**config.mk**
```make
export PLATFORM = sky130hd
export DESIGN_NAME = ram8_sequencer
export DESIGN_NICKNAME = d
export VERILOG_FILES = /design/src/rtl/ram8_pkg.sv /design/src/rtl/ram8_sequencer.sv
export SDC_FILE = /design/constraint.sdc
export NUM_CORES = 1
export LEC_CHECK = 0
export CAP_MARGIN = 20
export CORE_MARGIN = 5
export CORE_UTILIZATION = 39
export CTS_BUF_LIST = sky130_fd_sc_hd__clkbuf_4 sky130_fd_sc_hd__clkbuf_8
export CTS_CLUSTER_DIAMETER = 200
export DETAILED_ROUTE_END_ITERATION = 7
export PLACE_DENSITY = 0.82
export SLEW_MARGIN = 20
export SYNTH_ARGS = -nofsm -noshare
export SYNTH_HDL_FRONTEND = slang
export SYNTH_SLANG_ARGS = --single-unit
export TNS_END_PERCENT = 30
```
**constraint.sdc**
```tcl
create_clock -name clock -period 1.9 [get_ports clock]
set_input_delay 0.19 -clock clock [delete_from_list [all_inputs] [get_ports clock]]
set_output_delay 0.19 -clock clock [all_outputs]
set_load 0.02 [all_outputs]
```
**src/rtl/ram8_pkg.sv**
```systemverilog
// Shared sizing and FSM state encoding for the ram8 sequencer and its RAM.
package ram8_pkg;
    localparam int WIDTH  = 16;
    localparam int DEPTH  = 8;
    localparam int ADDR_W = $clog2(DEPTH);

    typedef enum logic [1:0] {IDLE, WRITE, READ, DONE} state_t;
endpackage

```
**src/rtl/ram8_sequencer.sv**
```systemverilog
// Command-driven block mover between a ram8 and a pair of valid/ready streams:
// fill streams words into consecutive RAM addresses, dump streams them back out.
module ram8_sequencer import ram8_pkg::*; #(
    parameter int WIDTH  = ram8_pkg::WIDTH,
    parameter int DEPTH  = ram8_pkg::DEPTH,
    parameter int ADDR_W = $clog2(DEPTH)
) (
    input  logic              clock,
    input  logic              reset_n,
    input  logic              cmd_valid,
    output logic              cmd_ready,
    input  logic              cmd_write,
    input  logic [ADDR_W-1:0] cmd_base,
    input  logic [ADDR_W:0]   cmd_count,
    input  logic [WIDTH-1:0]  wr_data,
    input  logic              wr_valid,
    output logic              wr_ready,
    output logic [WIDTH-1:0]  rd_data,
    output logic              rd_valid,
    input  logic              rd_ready,
    output logic [ADDR_W-1:0] ram_address,
    output logic [WIDTH-1:0]  ram_in,
    output logic              ram_load,
    input  logic [WIDTH-1:0]  ram_out,
    output logic              busy,
    output logic              done
);
    localparam logic [ADDR_W:0]   DEPTH_CNT = (ADDR_W+1)'(DEPTH);
    localparam logic [ADDR_W-1:0] LAST_ADDR = ADDR_W'(DEPTH - 1);

    state_t            state, state_nx;
    logic [ADDR_W-1:0] addr, addr_inc;
    logic [ADDR_W:0]   remaining, count_sat;
    logic              rd_capture;

    assign count_sat   = (cmd_count > DEPTH_CNT) ? DEPTH_CNT : cmd_count;
    assign addr_inc    = (addr == LAST_ADDR) ? '0 : addr + 1'b1;
    assign ram_address = addr;
    assign ram_in      = wr_data;
    assign busy        = (state != IDLE);
    assign done        = (state == DONE);
    // The output register may refill in the same cycle its word is taken.
    assign rd_capture  = (state == READ) && (remaining != '0) && (!rd_valid || rd_ready);

    always_ff @(posedge clock or negedge reset_n) begin
        if (!reset_n) state <= IDLE;
        else          state <= state_nx;
    end

    always_comb begin
        state_nx  = state;
        cmd_ready = 1'b0;
        wr_ready  = 1'b0;
        ram_load  = 1'b0;
        case (state)
            IDLE: begin
                cmd_ready = 1'b1;
                if (cmd_valid) begin
                    if (count_sat == '0) state_nx = DONE;
                    else if (cmd_write)  state_nx = WRITE;
                    else                 state_nx = READ;
                end
            end
            WRITE: begin
                wr_ready = 1'b1;
                // Gated by reset so an asserting reset kills the strobe before any edge.
                ram_load = wr_valid && reset_n;
                if (wr_valid && remaining == (ADDR_W+1)'(1)) state_nx = DONE;
            end
            READ: begin
                if (remaining == '0 && rd_valid && rd_ready) state_nx = DONE;
            end
            DONE:    state_nx = IDLE;
            default: state_nx = IDLE;
        endcase
    end

    always_ff @(posedge clock or negedge reset_n) begin
        if (!reset_n) begin
            addr      <= '0;
            remaining <= '0;
            rd_data   <= '0;
            rd_valid  <= 1'b0;
        end else begin
            case (state)
                IDLE: begin
                    if (cmd_valid) begin
                        addr      <= cmd_base;
                        remaining <= count_sat;
                    end
                end
                WRITE: begin
                    if (wr_valid) begin
                        addr      <= addr_inc;
                        remaining <= remaining - 1'b1;
                    end
                end
                READ: begin
                    if (rd_capture) begin
                        rd_data   <= ram_out;
                        rd_valid  <= 1'b1;
                        addr      <= addr_inc;
                        remaining <= remaining - 1'b1;
                    end else if (rd_ready) begin
                        rd_valid  <= 1'b0;
                    end
                end
                default: ;
            endcase
        end
    end
endmodule

```
==> results of run 1 <==
-- worst max-delay path: stages (launching register included) --
cell     delay, ns
dfrtp_1       0.40
inv_1         0.09
ha_1          0.39
inv_1         0.21
nor3_1        0.09
and3_2        0.21
a211o_1       0.26
-- metal layers --
layer | vias to the layer above | GRT usage [%]
li1 | 528 | -
met1 | 528 | 14.4
met2 | 50 | 25.0
met3 | 8 | 4.35
met4 | 0 | 3.97
met5 | - | 0
-- report_power, final --
part	switching, mW	internal (mW)	total, mW
clock	0.167	0.281	0.449
combinational	1.18	1.22	2.39
sequential	0.192	0.854	1.05
-- flip-flops by register name, summed over array words and instances, names as in the netlist --
signal / count
rd_data: 16
state: 2
rd_valid: 1
ram_address: 3
remaining: 4
-- area by class of cell --
| class | instances | share of cell area [%] |
|---|---|---|
| clock buffers | 3 | 2.00 |
| clock inverters | 1 | 1.46 |
| inverters | 9 | 1.64 |
| multi-input cells | 74 | 32.1 |
| flip-flops and latches | 26 | 31.6 |
| well taps | 48 | 2.92 |
| repair buffers | 60 | 28.3 |
-- repair_timing --
item,CTS,global route
endpoints found under the setup margin,3,5
buffers inserted,0,0
gates resized for setup,3,3
gates cloned,0,0
hold buffers,0,0
-- cell families after synthesis --
kind of cell / share of synthesized area [%]
buffers and inverters: 12.7
multiplexers: 16.1
flip-flops: 43.6
adder cells (fa/ha/maj): 7.54
AND/OR/NAND/NOR: 9.39
AO/OA/AOI/OAI: 10.6
-- how the worst max path moves through the flow --
stage	from	endpoint	slack, ns	cells past startpoint
finish	state[0]$_DFFE_PN0P_	remaining[3]$_DFFE_PN0P_	0.13	6
global route	state[0]$_DFFE_PN0P_	remaining[3]$_DFFE_PN0P_	0.05	6
CTS	state[1]$_DFFE_PN0P_	wr_ready	0.05	3
detailed placement	state[0]$_DFFE_PN0P_	remaining[3]$_DFFE_PN0P_	0.08	6
global placement	wr_valid	remaining[3]$_DFFE_PN0P_	0.17	5
floorplan	state[0]$_DFFE_PN0P_	remaining[3]$_DFFE_PN0P_	0.08	7
-- cell usage in the layout, fill, tap and decap left out --
cell,instances
clkdlybuf4s50_1,49
dfrtp_1,26
mux2_1,10
inv_1,9
ha_1,9
buf_4,7
mux2i_1,6
a21oi_1,6
mux2_2,6
a31oi_1,4
nand2_1,3
clkbuf_8,3
dlygate4sd2_1,3
and3_1,2
nor2_1,2
nor3_1,2
o22ai_1,2
a211o_1,2
nor2b_1,1
nand3b_2,1
nor2b_2,1
and2b_4,1
nor3_4,1
nor3b_2,1
o21ai_2,1
o41ai_1,1
nand3_1,1
a22o_1,1
nand2_2,1
or3_1,1
and3_2,1
a41o_1,1
and2_2,1
a31o_1,1
o2111a_1,1
a211oi_2,1
o22a_1,1
nor3b_1,1
bufinv_16,1
dlymetal6s2s_1,1
==> flow_summary.toml, run 1 <==
[status]
outcome = "complete, no violations"

[worst_setup_path]
r2r.worst_path.cells = 6
cp_max_fo = 7
required_ns = 2.06
arrival_ns = 1.93
r2r-end = "remaining[3]$_DFFE_PN0P_"
critPathKind = "flip-flop to flip-flop"
cp-end-kind = "flip-flop"
cp-start-kind = "flip-flop"
rrSetupSlack_ns = 0.13
timing.rr.start = "state[0]$_DFFE_PN0P_"

[global_routing]
antenna_found_initial = 0
grt_overflow = 0
grt_max_degree = 27
grt_pass1_vias = 1249
grtUsageTotal_pct = 13.5
grt_first_pass_wirelength_mm = 5.60

[clock_tree]
clkSinkCount = 26
htreeDepth = 1
clock_latency_ns = 0.26
numCtsBuffers = 3
clk_pin_slew_worst_paths_ns = 0.09
cts_buffer_depth = 2
cts_tree = "yes"
clock-root-buffer = "clkbuf_8"

[place]
portBuffers = 53
placed_area_sq_um = 1980
placedCellCount = 217
place_hpwl_mm = 2.70
gp_congestion = 0.765
pre_cts_ws_ns = 0.0803

[cells_and_area]
final_area_sq_um = 2060
final-seq-area_sq_um = 651
area_growth_pct = 38.0
drive_above_1_share_pct = 15.6
diodes = 0
multiInputGateArea_sq_um = 662
layout.cells.non_filler = 221
fillCellCount = 326
fin_util_pct = 55.8
fin_nets = 228

[timing]
setup_slack_ns = 0.131
period_share_pct = 93.1
tns_ns = 0
worstMarginPinSlew_ns = 0.392
worst_hold_slack_ns = 0.344
fin_skew_ns = 0.00148
final_hold_viol_count = 0
fmax_mhz = 565
rsz0062_at_grt = "false"
fin_crit_ns = 1.77
setup_viol = 0
finalMaxSlewViolations = 0
relSlewSlack_pct = 73.5

[pwr]
total_power_mw = 3.89
cellLeakagePower_nw = 0.929
p_per_area_nw_per_um2 = 1890
peakVddDrop_mv = 0.983

[synthesis]
yosysTopAreaCell = "dfrtp_1"
synth_edf_count = 0
synth.cell_area_sq_um = 1490
ys.flop_type = "dfrtp_1"
synthTopCellsByCount = "dfrtp_1, buf_4, mux2_1"
synth_warnings = 0
synthCells = 129
yosysTopAreaCellShare_pct = 43.6
ys_top_cells_by_area = "dfrtp_1, buf_4, ha_1"
synth.most_common_cell = "dfrtp_1"
ys_types = 37
avgSynthCellArea_sq_um = 11.6
seq_area_frac_synth_pct = 43.6
async_flop_share_pct = 100
ys_ff_latch = 26
syn_nets = 183

[route]
drtIter0Drc = 12
top_layer = "met4"
vias = 1114
post_drt_wl_per_cell_um = 14.9
drcViolationCount = 0
drt_first_pass_iters = 4
met3_length_um = 284
via_per_inst = 5.04
wl_mm = 3.29
m1WireLength_mm = 1.24
wl_met2_mm = 1.74
ant_nets = 0

[floorplan]
dieArea_sq_um = 5160
die_x_um = 71.9
std_cell_rows = 22
io_pins = 86
core-area_sq_um = 3690
initial_core_util_pct = 40.5
die-height_um = 71.9

[job]
cap_viol_max_count = 0

[hold_path]
min_path_type = "input port to async pin"
No activity file was read; power rests on OpenSTA's default activity.
==> run 2: changes to the inputs <==
--- a/config.mk
+++ b/config.mk
@@ -7,11 +7,11 @@
 export LEC_CHECK = 0
 export CAP_MARGIN = 20
 export CORE_MARGIN = 5
-export CORE_UTILIZATION = 39
-export CTS_BUF_LIST = sky130_fd_sc_hd__clkbuf_4 sky130_fd_sc_hd__clkbuf_8
+export CORE_UTILIZATION = 38
 export CTS_CLUSTER_DIAMETER = 200
+export CTS_CLUSTER_SIZE = 8
 export DETAILED_ROUTE_END_ITERATION = 7
-export PLACE_DENSITY = 0.82
+export PLACE_DENSITY = 0.8
 export SLEW_MARGIN = 20
 export SYNTH_ARGS = -nofsm -noshare
 export SYNTH_HDL_FRONTEND = slang
==> flow_summary.toml, run 2 (synthesis results as in run 1) <==
[cells_and_area]
final_cell_mix = "clkdlybuf4s50_1, dfrtp_1, mux2_1, inv_1, ha_1"
top_register = "rd_data"
largest_reg_flops = 16
layout_commonest_cell = "clkdlybuf4s50_1"
fin_nets = 227
area_growth_pct = 37.7
final_area_sq_um = 2060
layout.cells.non_filler = 220
diodes = 0
drive_above_1_share_pct = 15.1
fin_util_pct = 54.9
fillCellCount = 340

[floorplan]
dieArea_sq_um = 5280
std_cell_rows = 22
die_x_um = 72.7
die-height_um = 72.7
initial_core_util_pct = 39.9
core-area_sq_um = 3740
io_pins = 86

[pwr]
peakVddDrop_mv = 0.954
p_per_area_nw_per_um2 = 1890
clkPwrFrac_pct = 11.6
cellLeakagePower_nw = 0.914
seqPwrFrac_pct = 27.3
comb_power_share_pct = 61.0
total_power_mw = 3.88
swShare_pct = 39.5
p_sw_mw = 1.53
intPower_mw = 2.35

[route]
drt_first_pass_iters = 4
ant_nets = 0
top_layer = "met4"
m1WireLength_mm = 1.27
via_per_inst = 5.11
wl_met2_mm = 1.66
vias = 1125
drtIter0Drc = 23
post_drt_wl_per_cell_um = 14.5
met3_length_um = 270
drcViolationCount = 0
wl_mm = 3.20

[worst_setup_path]
required_ns = 1.71
cp-start-kind = "flip-flop"
arrival_ns = 1.65
critPathKind = "flip-flop to output port"
timing.rr.start = "state[0]$_DFFE_PN0P_"
cp-end-kind = "output port"
cp_max_fo = 4
r2r.worst_path.cells = 6
startpoint = "state[1]$_DFFE_PN0P_"

[place]
pre_cts_ws_ns = 0.0544
placedCellCount = 216
placed_area_sq_um = 1980
gp_congestion = 0.733
portBuffers = 53
place_hpwl_mm = 2.56

[timing]
fmax_mhz = 544
finalMaxSlewViolations = 0
setup_viol = 0
relSlewSlack_pct = 73.4
worstMarginPinSlew_ns = 0.393
fin_skew_ns = 0.00390
setup_slack_ns = 0.0634
tns_ns = 0
fin_crit_ns = 1.84
worst_hold_slack_ns = 0.352
final_hold_viol_count = 0
period_share_pct = 96.7
rsz0062_at_grt = "false"

[hold_path]
min_path_type = "input port to async pin"

[job]
cap_viol_max_count = 0

[global_routing]
antenna_found_initial = 0
grt_overflow = 0
grt_max_degree = 27
grtUsageTotal_pct = 12.6
grt_first_pass_wirelength_mm = 5.40
grt_pass1_vias = 1221

[clock_tree]
numCtsBuffers = 3
clkSinkCount = 26
cts_buffer_depth = 2
cts_tree = "yes"
htreeDepth = 1
clock-root-buffer = "clkbuf_8"
clk_pin_slew_worst_paths_ns = 0.09
clock_latency_ns = 0.26

[status]
outcome = "complete, no violations"
[run 2: cell type report]
type	count	area [sq um]	area share (%)
Clock inverter	1	30.0	1.46
Sequential cell	26	651	31.6
Tap cell	48	60.1	2.92
Inverter	9	33.8	1.64
Timing Repair Buffer	59	584	28.4
Clock buffer	3	41.3	2.01
Multi-Input combinational cell	74	656	31.9
[run 2: worst max-delay path: stages, from the launching register on]
cell and delay, ns:
dfrtp_1 0.43, inv_1 0.12, ha_1 0.21, clkdlybuf4s50_1 0.62
[run 2: per-layer routing]
metal  GRT usage, %  vias to the layer above
met1           14.6                      546
met5              0                        -
li1               -                      529
met4           3.69                        0
met3           3.58                        2
met2           22.2                       48
[run 2: repair_timing]
item / in CTS / in global routing
setup endpoints to repair: 3 / 4
hold buffers: 0 / 0
gates resized for setup: 3 / 1
setup buffers: 0 / 0
gates cloned: 0 / 0
pin swaps: 0 / 0
[run 2: power groups by stage]
stage	Sequential (mW)	Clock, mW	Combinational [mW]
after floorplan	1.30	0	1.32
after global placement	1.04	0	2.32
after detailed placement	1.08	0	2.40
after CTS	1.06	0.460	2.39
after global routing	1.10	0.487	2.56
final	1.06	0.451	2.37
[run 2: path summary, 6_finish.rpt]
kind	endpoint	slack [ns]
hold reg to reg	rd_data[3]$_DFFE_PN0P_	0.50
setup / recovery	wr_ready	0.06
min in group clock	ram_in[13]	0.38
max in group asynchronous	rd_data[3]$_DFFE_PN0P_	1.30
hold / removal	ram_address[2]$_DFFE_PN0P_	0.35
setup reg to reg	remaining[3]$_DFFE_PN0P_	0.11
==> run 3: changes to the inputs <==
--- a/config.mk
+++ b/config.mk
@@ -9,8 +9,8 @@
 export CORE_MARGIN = 5
 export CORE_UTILIZATION = 38
 export CTS_CLUSTER_DIAMETER = 200
-export CTS_CLUSTER_SIZE = 8
 export DETAILED_ROUTE_END_ITERATION = 7
+export MAX_ROUTING_LAYER = met4
 export PLACE_DENSITY = 0.8
 export SLEW_MARGIN = 20
 export SYNTH_ARGS = -nofsm -noshare
==> flow_summary.toml, run 3 (synthesis results as in run 1) <==
[status]
outcome = "complete, no violations"

[route]
via_per_inst = 5.11
drt_first_pass_iters = 4
vias = 1125
post_drt_wl_per_cell_um = 14.5
wl_mm = 3.20
drtIter0Drc = 23
ant_nets = 0
drcViolationCount = 0

[timing]
period_share_pct = 96.7
worstMarginPinSlew_ns = 0.393
relSlewSlack_pct = 73.4
tns_ns = 0
setup_slack_ns = 0.0634
rsz0062_at_grt = "false"
fin_skew_ns = 0.00390
fin_crit_ns = 1.84
setup_viol = 0
final_hold_viol_count = 0
worst_hold_slack_ns = 0.352
fmax_mhz = 544
finalMaxSlewViolations = 0

[worst_setup_path]
cp-start-kind = "flip-flop"
cp-end-kind = "output port"
arrival_ns = 1.65
startpoint = "state[1]$_DFFE_PN0P_"
cp_max_fo = 4
r2r.worst_path.cells = 6
required_ns = 1.71
r2r-end = "remaining[3]$_DFFE_PN0P_"
critPathKind = "flip-flop to output port"
timing.rr.start = "state[0]$_DFFE_PN0P_"
rrSetupSlack_ns = 0.11

[hold_path]
min_path_type = "input port to async pin"

[place]
pre_cts_ws_ns = 0.0544
gp_congestion = 0.742
portBuffers = 53
place_hpwl_mm = 2.56
placedCellCount = 216

[cells_and_area]
top_register = "rd_data"
final_cell_mix = "clkdlybuf4s50_1, dfrtp_1, mux2_1, inv_1, ha_1"
diodes = 0
area_growth_pct = 37.7
drive_above_1_share_pct = 15.1
layout_commonest_cell = "clkdlybuf4s50_1"
fin_nets = 227
layout.cells.non_filler = 220
fillCellCount = 340
largest_reg_flops = 16

[global_routing]
antenna_found_initial = 0
grt_max_degree = 27
grt_pass1_vias = 1221
grt_overflow = 0
grt_first_pass_wirelength_mm = 5.40
grtUsageTotal_pct = 12.9

[pwr]
peakVddDrop_mv = 0.954
p_per_area_nw_per_um2 = 1890
cellLeakagePower_nw = 0.914

[clock_tree]
cts_buffer_depth = 2
postCtsSetupRepairBufs = 0
clock_latency_ns = 0.26
hold_buffers = 0
numCtsBuffers = 3
clkSinkCount = 26
clock-root-buffer = "clkbuf_8"
ctsResizeCount = 3
clk_pin_slew_worst_paths_ns = 0.09
htreeDepth = 1
cts_tree = "yes"

[floorplan]
die_x_um = 72.7
initial_core_util_pct = 39.9
die-height_um = 72.7
io_pins = 86
core-area_sq_um = 3740
dieArea_sq_um = 5280
std_cell_rows = 22

[job]
cap_viol_max_count = 0
[run 3: cell counts in the layout (fill, tap and decap cells not counted)]
No cell type changed its count.
[run 3: power breakdown]
part / switching (mW) / internal [mW]
sequential: 0.207 / 0.853
combinational: 1.16 / 1.21
clock: 0.169 / 0.282
total: 1.53 / 2.35
[run 3: per-layer routing]
layer | up-vias | track usage, % | share of wire, %
li1 | 529 | - | -
met3 | 2 | 3.31 | 8.0
met2 | 48 | 22.2 | 52
met5 | - | - | 0
met1 | 546 | 14.8 | 40
met4 | 0 | 3.69 | 0.063
[run 3: critical path, stage by stage, from the launching register on]
cell and delay, ns:
dfrtp_1 0.43, inv_1 0.12, ha_1 0.21, clkdlybuf4s50_1 0.62
[run 3: worst max-delay path by stage]
stage                                           to  slack [ns]  cells after the start
after floorplan           remaining[3]$_DFFE_PN0P_        0.08                      7
after global placement    remaining[3]$_DFFE_PN0P_        0.19                      6
after detailed placement  remaining[3]$_DFFE_PN0P_        0.05                      6
after CTS                 remaining[3]$_DFFE_PN0P_        0.03                      6
after global routing                      wr_ready        0.01                      3
final                                     wr_ready        0.06                      3
[run 3: layout make-up]
| type | instances | area, sq um | share of cell area (%) |
|---|---|---|---|
| Multi-Input combinational cell | 74 | 656 | 31.9 |
| Sequential cell | 26 | 651 | 31.6 |
| Timing Repair Buffer | 59 | 584 | 28.4 |
| Clock inverter | 1 | 30.0 | 1.46 |
| Inverter | 9 | 33.8 | 1.64 |
| Clock buffer | 3 | 41.3 | 2.01 |
| Tap cell | 48 | 60.1 | 2.92 |
[run 3: metrics by stage]
stage	utilization (%)	area, sq um	total power [mW]
floorplan	-	1490	2.62
global placement	53.0	1980	3.35
detailed placement	53.0	1980	3.47
CTS	54.8	2050	3.91
global route	54.9	2060	4.15
finish	54.9	2060	3.88
